**src/rtl/rxd_nibble_port.sv**
```systemverilog
// Pin-side nibble receiver: two-flop synchroniser, change debouncer and a small FIFO
// drained by the core through a valid/pop handshake, with a sticky overrun flag.
module rxd_nibble_port #(
   parameter int unsigned StableCyc = 4,
   parameter int unsigned Depth     = 4,
   parameter int unsigned CntW      = 3
) (
   input  logic            clk_i,
   input  logic            nreset_i,
   input  logic [3:0]      rxd_i,
   input  logic            rx_en_i,
   input  logic            rx_pop_i,
   input  logic            ovf_clr_i,
   output logic [3:0]      rx_data_o,
   output logic            rx_valid_o,
   output logic [CntW-1:0] rx_count_o,
   output logic            rx_ovf_o
);

   localparam int unsigned PtrW = (Depth > 1) ? $clog2(Depth) : 1;
   localparam int unsigned WinW = (StableCyc > 1) ? $clog2(StableCyc) : 1;
   localparam logic [WinW-1:0] WinLast = WinW'(StableCyc - 1);
   localparam logic [CntW-1:0] CntFull = CntW'(Depth);

   typedef enum logic [0:0] {StIdle, StSettle} state_e;

   state_e          state_q, state_d;
   logic [3:0]      s1_q, rxd_s_q;
   logic [3:0]      last_q, last_d;
   logic [3:0]      cand_q, cand_d;
   logic [WinW-1:0] win_q, win_d;
   logic [3:0]      mem_q [Depth];
   logic [PtrW-1:0] wr_ptr_q, wr_ptr_d;
   logic [PtrW-1:0] rd_ptr_q, rd_ptr_d;
   logic [CntW-1:0] count_q, count_d;
   logic            ovf_q, ovf_d;
   logic            push, pop, full, push_ok, drop;

   // Debounce FSM: a candidate must hold for StableCyc samples before it is pushed.
   always_comb begin
      state_d = state_q;
      last_d  = last_q;
      cand_d  = cand_q;
      win_d   = win_q;
      push    = 1'b0;
      unique case (state_q)
         StIdle: begin
            if (!rx_en_i) begin
               last_d = rxd_s_q;
            end else if (rxd_s_q != last_q) begin
               cand_d  = rxd_s_q;
               win_d   = '0;
               state_d = StSettle;
            end
         end
         StSettle: begin
            if (!rx_en_i) begin
               state_d = StIdle;
            end else if (rxd_s_q != cand_q) begin
               cand_d = rxd_s_q;
               win_d  = '0;
            end else if (win_q != WinLast) begin
               win_d = win_q + WinW'(1);
            end else begin
               last_d  = cand_q;
               push    = 1'b1;
               state_d = StIdle;
            end
         end
         default: state_d = StIdle;
      endcase
   end

   always_comb begin
      pop      = rx_pop_i && (count_q != '0);
      full     = (count_q == CntFull);
      push_ok  = push && (!full || pop);
      drop     = push && full && !pop;
      wr_ptr_d = push_ok ? wr_ptr_q + PtrW'(1) : wr_ptr_q;
      rd_ptr_d = pop ? rd_ptr_q + PtrW'(1) : rd_ptr_q;
      count_d  = count_q;
      if (push_ok && !pop) begin
         count_d = count_q + CntW'(1);
      end else if (!push_ok && pop) begin
         count_d = count_q - CntW'(1);
      end
      // A drop in the same cycle as a clear must remain visible.
      ovf_d = drop | (ovf_q & ~ovf_clr_i);
   end

   always_ff @(posedge clk_i) begin
      if (!nreset_i) begin
         s1_q     <= '0;
         rxd_s_q  <= '0;
         state_q  <= StIdle;
         last_q   <= '0;
         cand_q   <= '0;
         win_q    <= '0;
         wr_ptr_q <= '0;
         rd_ptr_q <= '0;
         count_q  <= '0;
         ovf_q    <= 1'b0;
         for (int i = 0; i < int'(Depth); i++) begin
            mem_q[i] <= '0;
         end
      end else begin
         s1_q     <= rxd_i;
         rxd_s_q  <= s1_q;
         state_q  <= state_d;
         last_q   <= last_d;
         cand_q   <= cand_d;
         win_q    <= win_d;
         wr_ptr_q <= wr_ptr_d;
         rd_ptr_q <= rd_ptr_d;
         count_q  <= count_d;
         ovf_q    <= ovf_d;
         if (push_ok) begin
            mem_q[wr_ptr_q] <= cand_q;
         end
      end
   end

   assign rx_data_o  = mem_q[rd_ptr_q];
   assign rx_valid_o = (count_q != '0);
   assign rx_count_o = count_q;
   assign rx_ovf_o   = ovf_q;

endmodule
```
**config.mk**
```make
export PLATFORM = sky130hd
export DESIGN_NAME = rxd_nibble_port
export DESIGN_NICKNAME = d
export VERILOG_FILES = /design/src/rtl/rxd_nibble_port.sv
export SDC_FILE = /design/constraint.sdc
export NUM_CORES = 1
export LEC_CHECK = 0
export CAP_MARGIN = 0
export CORE_MARGIN = 4
export CORE_UTILIZATION = 56
export DETAILED_ROUTE_END_ITERATION = 12
export PLACE_DENSITY = 0.78
export SYNTH_ARGS = -nofsm -noshare
export SYNTH_HDL_FRONTEND = slang
export SYNTH_SLANG_ARGS = --single-unit
```
**constraint.sdc**
```tcl
create_clock -name clk_i -period 3 [get_ports clk_i]
set_input_delay 0.3 -clock clk_i [delete_from_list [all_inputs] [get_ports clk_i]]
set_output_delay 0.3 -clock clk_i [all_outputs]
set_load 0.02 [all_outputs]
```
Word-level counts from Yosys, hierarchy flattened
Memory sizes are Yosys's and may differ from the RTL's. A register that Yosys moved wholly into a read port is not among the register bits. Index checks and enable logic that the tools add are counted.

$add $sub $neg: 5. Eq/ne operators: 12. Mux-type cells: 37. Bitwise logic cells: 4. Reductions and logical operators: 16.

Operators by type and width (count): $mux W4 (9); $mux W2 (8); $pmux W4 S2 (2); $mux W1 (14); $ne A2 B2 Y1 const B (7); $reduce_and A4 Y1 (3); $ne A4 B4 Y1 (2); $add A2 B1 Y2 const B (3); $logic_and A1 B1 Y1 (6); $mux W3 (2); $pmux W2 S2 (1); $reduce_or A4 Y1 (1); $add A3 B1 Y3 const B (1); $eq A3 B3 Y1 const B (1); $logic_not A1 Y1 (3); $ne A3 B1 Y1 const B (1); $reduce_bool A3 Y1 (1); $sub A3 B1 Y3 const B (1); $ne A2 B1 Y1 const B (1); $not A1 Y1 (2); $pmux W1 S2 (1); $reduce_bool A2 Y1 (1); $and A1 B1 Y1 (1); $logic_or A1 B1 Y1 (1); $or A1 B1 Y1 (1).

Register bits: 27. Memory bits (writable): 16. Input port bits: 9. Output and inout bits: 9. Memories kept: 1.

Memories: mem_q (depth 4, bits a word 4, read ports 1, clocked after Yosys merged registers in 1, write ports 4, RTL line 32) `logic [3:0] mem_q [Depth];`.

Longest topological paths before layout
Gate-level depths: netlist of the first run.

Word-level depth: 11. Mapped depth: 10. Depth with buffers taken out: 10.

Least setup slack after synthesis of the first run
OpenSTA, ideal clock, no wires.

Kind: flip-flop to flip-flop. Start point: reg cand_q[1]. End point: reg count_q[2], in the netlist rx_count_o[2]. Arrival time: 2.511 ns. Slack: 0.413 ns. Stages on the path, launching flop included: 11. Path buffers: 0. Period minus slack after synthesis: 2.587 ns. Cells stage by stage: dfxtp_1 xor2_1 nor4_4 nand4_4 inv_1 ha_1 inv_1 fa_1 xor2_1 or3_1 a21boi_0.

Longest elaborated chain between the ends: 8. Elaborated cells between the ends (all ways): 10. Those cells by class: eq/ne: 1; mux: 4; reduce/logical: 5.

Ends and longest elaborated chain: start, declared (RTL line 30) `logic [3:0] cand_q, cand_d;`; start signal, assigned (RTL line 111) `cand_q <= cand_d;`; $ne A4 B4 Y1 * (RTL line 59) `end else if (rxd_s_q != cand_q) begin`; $mux W1 * (RTL line 59); $mux W1 * (RTL line 57) `if (!rx_en_i) begin`; $mux W1 * (RTL line 46) `unique case (state_q)`; $logic_and A1 B1 Y1 * (RTL line 77) `push_ok = push && (!full || pop);`; net push_ok (RTL line 37) `logic push, pop, full, push_ok, drop;`; $logic_not A1 Y1 (RTL line 84) `end else if (!push_ok && pop) begin`; $logic_and A1 B1 Y1 (RTL line 84); $reduce_bool A2 Y1 (no source line); end signal, assigned (RTL line 115) `count_q <= count_d;`; end, declared (RTL line 35) `logic [CntW-1:0] count_q, count_d;`.

Mark *: on every way through the listed nets, which the timed path passes. The rest lies on a longest branch. A chain may end at the register's enable or synchronous reset.

Worst setup path in the final report of the first run
Start point: reg rxd_s_q[3]. End point: reg count_q[2], in the netlist rx_count_o[2].

Longest elaborated chain between the ends: 8. Elaborated cells between the ends (all ways): 10. Those cells by class: eq/ne: 1; mux: 4; reduce/logical: 5.

Ends and longest elaborated chain: start, declared (RTL line 28) `logic [3:0] s1_q, rxd_s_q;`; start signal, assigned (RTL line 108) `rxd_s_q <= s1_q;`; $ne A4 B4 Y1 * (RTL line 59); $mux W1 * (RTL line 59); $mux W1 * (RTL line 57); $mux W1 * (RTL line 46); $logic_and A1 B1 Y1 * (RTL line 77); net push_ok (RTL line 37); $logic_not A1 Y1 (RTL line 84); $logic_and A1 B1 Y1 (RTL line 84); $reduce_bool A2 Y1 (no source line).

Marks and branches as above.

==> results of run 1 <==
[final cells by class]
| cell class | instances | area, um2 |
|---|---|---|
| clock inverters | 2 | 33.8 |
| flip-flops and latches | 45 | 1060 |
| multi-input cells | 124 | 952 |
| repair buffers | 20 | 193 |
| well taps | 46 | 57.6 |
| inverters | 6 | 22.5 |
| clock buffers | 6 | 72.6 |
| fillers | 270 | 1050 |
[cells in the final DEF (no fill, tap or decap), drive strengths merged, types with 7 or more instances in the layout]
master         count
dfxtp             29
and2              24
nand2             18
clkdlybuf4s50     17
edfxtp            16
mux2i             10
o21ai              7
[routing by layer]
layer	vias to the layer above	track usage (%)	routed length, um
met2	24	29.6	1790
met5	-	0	0
met4	0	7.30	63
li1	679	-	-
met3	5	5.02	128
met1	649	24.9	1770
[sequential cells by signal, summed over array words and instances (netlist names), named ones only]
name        count
mem_q          16
cand_q          4
last_q          4
rxd_s_q         4
s1_q            4
rx_count_o      3
rd_ptr_q        2
win_q           2
wr_ptr_q        2
rx_ovf_o        1
state_q         1
[worst paths after layout]
path | startpoint | endpoint | slack (ps) | cells after the start
hold reg to reg | s1_q[0] | rxd_s_q[0] | 430 | 1
hold / removal | s1_q[0] | rxd_s_q[0] | 430 | 1
setup reg to reg | rxd_s_q[3] | rx_count_o[2] | 230 | 10
setup / recovery | rxd_s_q[3] | rx_count_o[2] | 230 | 10
[per-stage QoR]
stage / cells / area [um2] / hold WS, ps / utilization, %
6_report: 249 / 2390 / 433 / 69.5
5_1_grt: 249 / 2390 / 465 / 69.5
4_1_cts: 247 / 2380 / 439 / 69.1
3_5_place_dp: 239 / 2270 / 420 / 66.0
3_3_place_gp: 239 / 2270 / 418 / 66.0
2_1_floorplan: 182 / 2060 / 412 / -
[power by group through the flow]
stage	logic (mW)	registers (mW)	clock network [mW]
2_1_floorplan	0.146	0.702	0
4_1_cts	0.220	0.693	0.451
3_5_place_dp	0.218	0.707	0
5_1_grt	0.247	0.698	0.480
3_3_place_gp	0.213	0.705	0
6_report	0.225	0.692	0.444
[what timing repair did]
action / 4_1_cts / 5_1_grt
setup endpoints to repair: 0 / 1
buffers inserted: 0 / 2
gates resized for setup: 0 / 2
[kinds of logic after synthesis]
logic type,after synthesis
compound gates,19
xor+xnor,12
buf+inv,13
flops,45
simple gates,74
fa+ha+maj,5
mux,14
==> results_dict.tcl, run 1 <==
set metrics [dict create \
    crit_fanout 9 \
    required_ps 3230 \
    cp_top_family "simple AND/OR/NAND/NOR gates" \
    hold_path_class "flip-flop to flip-flop" \
    clock_latency_ps 300 \
    setup_slack_ps 235 \
    clk_pin_slew_worst_paths_ps 80 \
    num_antenna_cells 0 \
    wl_per_cell_um 15.1 \
    startpoint_type "flip-flop" \
    slew_headroom_pct 48.4 \
    muxShareOfSynthArea_pct 9.22 \
    power.density_mw_per_mm2 569 \
    first_global_vias 1350 \
    drt_wl_total_um 3750 \
    fin_crit_sh_pct 92.2 \
    synth_cell_types 36 \
    synthFlopType "dfxtp_1" \
    slowest_delay_ps 460 \
    syn_to_final_growth_pct 16.0 \
    crit_top_cell "xor2_1" \
    synth_top_area_share_pct 28.1 \
    synth_warnings 0 \
    fin_tns_setup_ps 0 \
    crit_type "flip-flop to flip-flop" \
    cp.arrival_ps 2990 \
    path_buf_inv 2 \
    synth-compound-area-share_pct 7.03 \
    slew_viol_final 0 \
    h-tree-depth 2 \
    dieArea_mm2 0.00472 \
    ioPinCount 18 \
    fmax_ghz 0.362 \
    ys_seq_area_share_pct 51.4 \
    setup_viol 0 \
    grt_util_all_layers_pct 18.9 \
    synth_most_common_cell "dfxtp_1" \
    routabilityCongestion 0.816 \
    p_sw_mw 0.340 \
    status "finished, final reports clean" \
    seqPwrFrac_pct 50.8 \
    grt_max_degree 25 \
    core-area_mm2 0.00344 \
    power_mw 1.36 \
    peakVddDrop_v 0.000415 \
    gr-total-overflow 0 \
    syn_area_mm2 0.00206 \
    synth_area_leaders "dfxtp_1, edfxtp_1, and2_1, mux2i_1, mux4_2" \
    switching_share_pct 24.9 \
    viasPerCell 5.45 \
    root_buffer "clkbuf_8" \
    cts_sinks 45 \
    finalClockSkew_ps 5.79 \
    route.vias.total 1357 \
    postRouteAntennaNets 0 \
    tightest_slew_ps 767 \
    syn_inst 182 \
    yosys-top-cells-count "dfxtp_1, and2_1, nand2_1" \
    p_comb_share_pct 16.5 \
    synth_top_family_by_area "simple AND/OR/NAND/NOR gates" \
    synth_edf_count 16 \
    antenna_found_initial 0 \
    synthArstFlopShare_pct 0 \
    rsz0062_at_grt "no" \
    internal_power_mw 1.02 \
    synthSimpleGateAreaFrac_pct 21.4 \
    ys_ff_latch 45 \
    crit_path_end_kind "flip-flop" \
    start_util_pct 59.9 \
    total_leakage_power_nw 0.916 \
    grt_pass1_wl_um 6430 \
    drt_iter0_markers 59 \
    die_w_um 68.7 \
    crit_chain "xor2_1, nor4_4, nand4_4, inv_2, ha_1, inv_1, fa_1, xor2_1, or3_1, a21boi_0" \
    drv_cap 0 \
    postCtsHoldBufs 0 \
    final_nets 216 \
    clockBufferDepth 2 \
    avgSynthCellArea_um2 11.3 \
    port_buffers 17 \
    first_pass_iters 4 \
    yosysTopAreaCell "dfxtp_1" \
    drive_gt1_share_pct 11.8 \
    dp_slack_ps 156 \
    syn_nets 196 \
    cts_tree "done" \
    finalCriticalPeriod_ps 2770 \
    synth-xor-area-share_pct 5.09 \
    clkPwrFrac_pct 32.6 \
    timing_hold_violations_final 0 \
    drcViolationCount 0 \
    cts_made_buffers 5 \
    cpMaxStageDelayCell "nor4_4" \
    die_h_um 68.7 \
    hpwlAfterDp_um 2690 \
    synthAdderAreaFrac_pct 3.40 \
    num_rows 21 \
]
No activity file was read; power rests on OpenSTA's default activity.
==> inputs of run 2 (changes only) <==
Settings changed: GPL_TIMING_DRIVEN set to 0.
==> run 2 against run 1 <==
Sequential share of layout area rose by 0.20 points; via count rose by 3.2%; core utilization fell by 0.40 points; critical endpoint unchanged; critical path type unchanged; hold slack improved by 4.6 ps; clock power fell by 15%; largest power group unchanged.
==> results_dict.tcl, run 2 (synthesized netlist as in run 1, its figures left out) <==
set metrics [dict create \
    hold_path_class "input port to flip-flop" \
    viasPerCell 5.54 \
    largest_reg_flops 16 \
    final_cell_mix "dfxtp_1, and2_1, nand2_1" \
    required_ps 3220 \
    die_h_um 68.7 \
    cts_sinks 45 \
    wl_per_cell_um 15.4 \
    postRouteAntennaNets 0 \
    dieArea_mm2 0.00472 \
    start_util_pct 59.9 \
    die_w_um 68.7 \
    final_nets 220 \
    cts_made_buffers 5 \
    gr-total-overflow 0 \
    fin_tns_setup_ps 0 \
    total_leakage_power_nw 0.913 \
    hpwlAfterDp_um 2860 \
    root_buffer "clkbuf_8" \
    antenna_found_initial 0 \
    crit_type "flip-flop to flip-flop" \
    ioPinCount 18 \
    hold_path_depth 3 \
    crit_fanout 9 \
    port_buffers 16 \
    status "finished, final reports clean" \
    r2r-start "cand_q[0]" \
    final.fill_count 268 \
    final_common_cell "dfxtp_1" \
    cp.arrival_ps 3010 \
    grt_util_all_layers_pct 19.3 \
    first_global_vias 1395 \
    num_antenna_cells 0 \
    worst_r2r_path_depth 10 \
    largest_register "mem_q" \
    drive_gt1_share_pct 10.6 \
    clk_pin_slew_worst_paths_ps 80 \
    startpoint_type "flip-flop" \
    grt_pass1_wl_um 6490 \
    drv_cap 0 \
    clock_latency_ps 290 \
    num_rows 21 \
    fmax_ghz 0.359 \
    finalClockSkew_ps 4.27 \
    rrSetupSlack_ps 210 \
    setup_viol 0 \
    slew_headroom_pct 45.5 \
    timing.rr.end "rx_count_o[2]" \
    holdPathEnd "win_q[0]" \
    clockBufferDepth 2 \
    core-area_mm2 0.00344 \
    grt_max_degree 14 \
    cts_tree "done" \
    h-tree-depth 2 \
    drt_wl_total_um 3890 \
    critPathLaunch "cand_q[0]" \
    crit_path_end_kind "flip-flop" \
    route.vias.total 1401 \
    finalCriticalPeriod_ps 2790 \
    slew_viol_final 0 \
    first_pass_iters 4 \
    rsz0062_at_grt "no" \
    timing_hold_violations_final 0 \
    post_cts_resized 0 \
    final_cells 253 \
    drt_iter0_markers 82 \
    tightest_slew_ps 810 \
    drcViolationCount 0 \
    syn_to_final_growth_pct 15.3 \
    hold_start "nreset_i" \
    power.density_mw_per_mm2 543 \
    peakVddDrop_v 0.000312 \
    post-place-cells 244 \
    fin_crit_sh_pct 92.9 \
    routabilityCongestion 0.829 \
]
run 2: what timing repair did:
| item | 4_1_cts | 5_1_grt |
|---|---|---|
| setup buffers | 0 | 1 |
| setup endpoints to repair | 0 | 1 |
| hold buffers | 0 | 0 |
| endpoints found under the hold margin | 0 | 0 |
run 2: final cells by class:
type | instances | area, um2 | share of cell area, %
Sequential cell | 45 | 1060 | 44.6
Inverter | 6 | 22.5 | 0.946
Multi-Input combinational cell | 124 | 952 | 40.0
Timing Repair Buffer | 17 | 168 | 7.05
Clock inverter | 2 | 8.76 | 0.368
Clock buffer | 6 | 82.6 | 3.47
Tap cell | 46 | 57.6 | 2.42
Buffer | 7 | 27.5 | 1.16
run 2: worst max path at each step:
stage	end	slack [ps]
floorplan	rx_count_o[2]	410
global placement	rx_count_o[2]	140
detailed placement	rx_count_o[2]	50
CTS	rx_count_o[2]	30
global route	rx_count_o[2]	30
finish	rx_count_o[2]	210
run 2: critical path: stages, from the launching register on:
cell and delay [ps]:
dfxtp_1 470, xor2_1 150, nor4_4 380, nand4_4 210, inv_1 220, ha_1 230, inv_1 60, fa_1 370
xor2_1 160, or3_1 290, a21boi_0 170
run 2: per-layer routing:
metal	part of all wire (%)	routed length [um]	vias up	GRT usage, %
met2	50	1930	33	31.9
li1	-	-	691	-
met5	0	0	-	0
met4	1.4	55	0	8.52
met1	45	1740	673	23.7
met3	4.1	159	4	5.02
run 2: per-stage QoR:
step	instance area, um2	hold WS (ps)	power, mW	util, %	setup WS, ps
finish	2380	437	1.29	69.1	213
global route	2380	453	1.36	69.1	26.0
CTS	2370	433	1.30	68.9	32.6
detailed placement	2280	424	0.925	66.3	51.4
global placement	2280	419	0.918	66.3	142
floorplan	2060	412	0.848	-	413
run 2: power breakdown:
group	switching [mW]	total, mW	internal, mW
Sequential	0.0277	0.687	0.659
Combinational	0.113	0.227	0.114
Clock	0.195	0.378	0.183
Total	0.336	1.29	0.956
